`config.mk`:
```
export PLATFORM = sky130hd
export DESIGN_NAME = morse_timebase
export DESIGN_NICKNAME = d
export VERILOG_FILES = /design/src/rtl/morse_timebase.sv
export SDC_FILE = /design/constraint.sdc
export NUM_CORES = 1
export LEC_CHECK = 0
export ABC_AREA = 1
export CORE_UTILIZATION = 43
export CTS_BUF_LIST = sky130_fd_sc_hd__clkbuf_16
export CTS_CLUSTER_DIAMETER = 30
export DETAILED_ROUTE_END_ITERATION = 12
export PLACE_DENSITY_LB_ADDON = 0.05
export SLEW_MARGIN = 10
export SYNTH_ARGS = -nofsm -noshare
export SYNTH_HDL_FRONTEND = slang
export SYNTH_SLANG_ARGS = --single-unit
```
`constraint.sdc`:
```
create_clock -name iCLK -period 2.25 [get_ports iCLK]
set_input_delay 0.225 -clock iCLK [delete_from_list [all_inputs] [get_ports iCLK]]
set_output_delay 0.225 -clock iCLK [all_outputs]
set_load 0.05 [all_outputs]
```
`src/rtl/morse_timebase.sv`:
```
// Morse datapath timebase: free-running half-second/second divider plus a
// runtime-programmable dot-unit divider whose period reloads glitch-free.
module morse_timebase #(
    parameter int CLK_HZ           = 50_000_000,
    parameter int DIV_W            = 26,
    parameter int DEFAULT_UNIT_CYC = 6_000_000,
    parameter int UNIT_W           = 8,
    parameter int SEC_W            = 4
) (
    input  logic              iCLK,
    input  logic              iRST_n,
    input  logic              iEn,
    input  logic              iClr,
    input  logic              iLoad,
    input  logic [DIV_W-1:0]  iUnitCyc,
    output logic              oLoadAck,
    output logic              oUnitTick,
    output logic [UNIT_W-1:0] oUnitCnt,
    output logic              oHalfSecTick,
    output logic              oSecTick,
    output logic [SEC_W-1:0]  oHalfSec,
    output logic [SEC_W-1:0]  oSec
);

    localparam int               HALF_CYC   = CLK_HZ / 2;
    localparam logic [DIV_W-1:0] HALF_LAST  = DIV_W'(HALF_CYC - 1);
    localparam logic [DIV_W-1:0] DEF_PERIOD = DIV_W'(DEFAULT_UNIT_CYC);
    localparam logic [DIV_W-1:0] MIN_PERIOD = DIV_W'(2);

    logic [DIV_W-1:0]  half_cnt_q,  half_cnt_d;
    logic [SEC_W-1:0]  half_sec_q,  half_sec_d;
    logic [SEC_W-1:0]  sec_q,       sec_d;
    logic              half_tick_q, half_tick_d;
    logic              sec_tick_q,  sec_tick_d;

    logic [DIV_W-1:0]  unit_div_q,  unit_div_d;
    logic [DIV_W-1:0]  period_q,    period_d;
    logic [DIV_W-1:0]  pend_q,      pend_d;
    logic              pend_vld_q,  pend_vld_d;
    logic              unit_tick_q, unit_tick_d;
    logic [UNIT_W-1:0] unit_cnt_q,  unit_cnt_d;
    logic              load_ack_q,  load_ack_d;

    logic [DIV_W-1:0]  load_val;
    logic [DIV_W-1:0]  apply_val;
    logic              apply_vld;
    logic              unit_term;

    // Load handshake: iLoad is a one-cycle request with no ready; the value
    // waits in pend_q until a unit boundary (terminal or clear), where it is
    // committed and oLoadAck pulses once. A newer request overwrites it.
    always_comb begin
        load_val  = (iUnitCyc < MIN_PERIOD) ? MIN_PERIOD : iUnitCyc;
        apply_vld = iLoad | pend_vld_q;
        apply_val = iLoad ? load_val : pend_q;
        unit_term = iEn && (unit_div_q == period_q - DIV_W'(1));
    end

    always_comb begin
        half_cnt_d  = half_cnt_q;
        half_sec_d  = half_sec_q;
        sec_d       = sec_q;
        half_tick_d = 1'b0;
        sec_tick_d  = 1'b0;

        if (iEn) begin
            if (half_cnt_q == HALF_LAST) begin
                half_cnt_d  = '0;
                half_tick_d = 1'b1;
                half_sec_d  = half_sec_q + SEC_W'(1);
                if (half_sec_q[0]) begin
                    sec_d      = sec_q + SEC_W'(1);
                    sec_tick_d = 1'b1;
                end
            end else begin
                half_cnt_d = half_cnt_q + DIV_W'(1);
            end
        end
    end

    always_comb begin
        unit_div_d  = unit_div_q;
        period_d    = period_q;
        pend_d      = pend_q;
        pend_vld_d  = pend_vld_q;
        unit_cnt_d  = unit_cnt_q;
        unit_tick_d = 1'b0;
        load_ack_d  = 1'b0;

        if (iLoad) begin
            pend_d     = load_val;
            pend_vld_d = 1'b1;
        end

        // Clear outranks the terminal event and swallows its tick.
        if (iClr || unit_term) begin
            unit_div_d = '0;
            if (iClr) begin
                unit_cnt_d = '0;
            end else begin
                unit_tick_d = 1'b1;
                if (unit_cnt_q != '1) begin
                    unit_cnt_d = unit_cnt_q + UNIT_W'(1);
                end
            end
            if (apply_vld) begin
                period_d   = apply_val;
                pend_vld_d = 1'b0;
                load_ack_d = 1'b1;
            end
        end else if (iEn) begin
            unit_div_d = unit_div_q + DIV_W'(1);
        end
    end

    always_ff @(posedge iCLK or negedge iRST_n) begin
        if (!iRST_n) begin
            half_cnt_q  <= '0;
            half_sec_q  <= '0;
            sec_q       <= '0;
            half_tick_q <= 1'b0;
            sec_tick_q  <= 1'b0;
            unit_div_q  <= '0;
            period_q    <= DEF_PERIOD;
            pend_q      <= DEF_PERIOD;
            pend_vld_q  <= 1'b0;
            unit_tick_q <= 1'b0;
            unit_cnt_q  <= '0;
            load_ack_q  <= 1'b0;
        end else begin
            half_cnt_q  <= half_cnt_d;
            half_sec_q  <= half_sec_d;
            sec_q       <= sec_d;
            half_tick_q <= half_tick_d;
            sec_tick_q  <= sec_tick_d;
            unit_div_q  <= unit_div_d;
            period_q    <= period_d;
            pend_q      <= pend_d;
            pend_vld_q  <= pend_vld_d;
            unit_tick_q <= unit_tick_d;
            unit_cnt_q  <= unit_cnt_d;
            load_ack_q  <= load_ack_d;
        end
    end

    assign oLoadAck     = load_ack_q;
    assign oUnitTick    = unit_tick_q;
    assign oUnitCnt     = unit_cnt_q;
    assign oHalfSecTick = half_tick_q;
    assign oSecTick     = sec_tick_q;
    assign oHalfSec     = half_sec_q;
    assign oSec         = sec_q;

endmodule
```
==> flow_summary.yaml <==
outcome:
  status: "finished, violations left"
  failed_checks: "setup timing"
pwr:
  p_int_w: 0.004549
  power_switching_w: 0.002028
  netSwitchingFraction: 0.3083
  power_w: 0.006576
  combPwrFrac: 0.191
  seqPwrFrac: 0.412
  powerDensity_mw_per_mm2: 735.6
  p_clk_frac: 0.397
  ir_worst_vdd_mv: 0.5665
  leakagePower_nw: 4.251
setup_path:
  worst_path_max_delay_cell: "dfstp_2"
  cp.arrival_ns: 2.64
  reg2reg_to: "period_q[12]"
  ff2ff_path_depth: 16
  worstPathCellList: "nor2_1, nand2_2, nor2_2, buf_4, nand3b_1, nand2_1, nor2_1, nand2_1, nor2_1, nand2_1, nor2_1, nand3_2, nand2_8, nand2_4, nand2_1, nand2_1"
  rrSetupSlack_ns: -0.08
  required_ns: 2.56
  crit_buf_inv: 1
  cp_top_family: "simple AND/OR/NAND/NOR gates"
  cp_max_fo: 13
  crit_path_frequent_cell: "nand2_1"
  end_kind: "flop"
  path_class: "flop to flop"
  r2r-start: "period_q[11]"
  worst_setup_path_start_kind: "flop"
  max_stage_delay_ns: 0.58
yosys:
  seq_area_frac_synth: 0.4499
  syn_inst: 940
  syn_area_mm2: 0.007008
  async_flop_share: 1.000
  synth_top_area_cell: "dfrtp_1"
  syn_nets: 977
  yosysWarnings: 0
  avgSynthCellArea_um2: 7.455
  ys_seq_elements: 125
  yosysTopAreaCellShare: 0.3749
  synth_cell_types: 41
  synth_edf_count: 0
  ys.flop_type: "dfrtp_1"
  yosys-top-cells-area: "dfrtp_1, nand2_1, dfstp_2"
routing:
  drcViolationCount: 0
  vias: 6306
  postRouteAntennaNets: 0
  drt_iter0_markers: 343
  dr.pass1.iters: 5
  vias_per_cell: 4.907
  wl_per_cell_um: 14.01
  routed_wl_um: 18000
sta:
  maxSlewHeadroom: 0.6150
  slew_viol_final: 0
  skew_ns: 0.008941
  rsz0062_at_grt: "yes"
  setup_viol: 47
  period_share: 1.036
  fin_crit_ns: 2.330
  worst_pin_slew_ns: 0.5769
  hold_viol: 0
  max_freq_ghz: 0.4292
  setup_slack_ns: -0.07990
clock_network:
  cts_root_buf: "clkbuf_16"
  clk_pin_slew_ns: 0.06
  clock-sinks: 125
  htreeDepth: 4
  cts_buffers: 17
  clk_latency_ns: 0.42
  max-clock-path-buffers: 2
  tritoncts: "done"
die:
  coreArea_mm2: 0.01589
  num_rows: 46
  die_width_um: 129.7
  start_util: 0.4412
  io-pin-count: 51
  dieArea_mm2: 0.01681
  fp.dieH_um: 129.7
global_route:
  grt_overflow: 0
  grt_max_degree: 48
  antenna_found_initial: 0
  grt_pass1_vias: 6245
  grt_pass1_wl_um: 30550
  grtUsageTotal: 0.2363
finish:
  drive_gt1_frac: 0.1562
  fin_area_mm2: 0.008940
  n_fill_cell: 1520
  final_common_cell: "nand2_1"
  final_nets: 1093
  instances_no_fill: 1285
  utilization: 0.5628
  area.growth.synth_to_final_pct: 27.57
  final_cell_mix: "nand2_1, nor2_1, dfrtp_1"
  diodes: 0
placement:
  dp_cells: 1244
  io_buffers: 50
  place_area_mm2: 0.008132
  routabilityCongestion: 0.8658
  place_ws_ns: -0.2075
  hpwl_um: 12950
run:
  cap_violations: 0
min_path:
  hold_class: "input pin to async pin"
cells in the mapped netlist, types with 4 or more instances:
cell type  instances
nand2_1          308
nor2_1           132
dfrtp_1          105
inv_1             87
nand3_1           72
nor3_1            32
xor2_1            31
nand4_1           24
dfstp_2           20
a21oi_1           19
xnor2_1           18
o21ai_0           12
clkbuf_1          10
nor4_1            10
ha_1               6
buf_6              5
nor3_2             5
nand3b_1           4
layout make-up:
class	count	area [um2]	share of cell area
Sequential cell	125	3157	0.3531
Clock buffer	17	425.4	0.04759
Inverter	90	337.8	0.03779
Multi-Input combinational cell	706	3533	0.3952
Clock inverter	15	138.9	0.01554
Tap cell	216	270.3	0.03023
Timing Repair Buffer	116	1077	0.1205
worst register-to-register path, delay by kind of cell (launching register included):
kind	cells	cell delay (ns)
and+or+nand+nor	15	1.50
buffers and inverters	1	0.14
DFF	1	0.58
cells by family (layout without fill, tap and decap cells):
kind of cell	Yosys count	after routing	share of synthesized area
simple gates	607	610	0.3740
compound gates	39	39	0.03035
buf+inv	112	238	0.06713
flops	125	125	0.4499
xor+xnor	51	51	0.06784
fa+ha+maj	6	6	0.01071
sequential cells by signal, indices dropped and copies added (netlist names):
signal / cells
pend_vld_q: 1
unit_div_q: 26
oSecTick: 1
oLoadAck: 1
oHalfSec: 4
oUnitCnt: 8
period_q: 26
oUnitTick: 1
oSec: 4
half_cnt_q: 26
pend_q: 26
oHalfSecTick: 1
through the flow:
step	hold WS (ns)	setup TNS, ns
detailed placement	0.2302	-7.570
global placement	0.2317	-6.886
CTS	0.3273	-1.953
floorplan	-0.07059	0
finish	0.3191	-1.992
global route	0.3678	-11.40
worst max-delay path by stage:
stage                             from             end  slack, ns  depth (start not counted)
after floorplan            period_q[0]      pend_vld_q       0.03                         13
after global placement             iEn  unit_div_q[20]      -0.20                         13
after detailed placement   period_q[1]     oUnitCnt[2]      -0.21                         13
after CTS                  period_q[6]     period_q[1]      -0.06                         16
after global routing       period_q[4]     period_q[3]      -0.25                         16
final                     period_q[11]    period_q[12]      -0.08                         16
power by group through the flow:
stage	logic [W]	registers (W)	clock network, W
floorplan	0.000721	0.00271	0
global placement	0.00116	0.00273	0
detailed placement	0.00117	0.00273	0
CTS	0.00123	0.00270	0.00268
global route	0.00143	0.00274	0.00279
finish	0.00126	0.00271	0.00261
what timing repair did:
item                       in CTS  in global routing
pin swaps                      13                  3
buffers inserted                3                  1
setup endpoints to repair      58                 63
gates resized for setup        24                 18
hold buffers                    1                  0
gates cloned                    2                  2
hold endpoints to repair       27                  0
routing by layer:
layer | GRT usage | up-vias | share of wire
met1 | 0.3036 | 2939 | 0.47
li1 | - | 3242 | -
met5 | 0 | - | 0
met4 | 0.07798 | 0 | 0.013
met2 | 0.3929 | 107 | 0.48
met3 | 0.05409 | 18 | 0.038
Note: power is estimated with default switching activity, not from simulation.
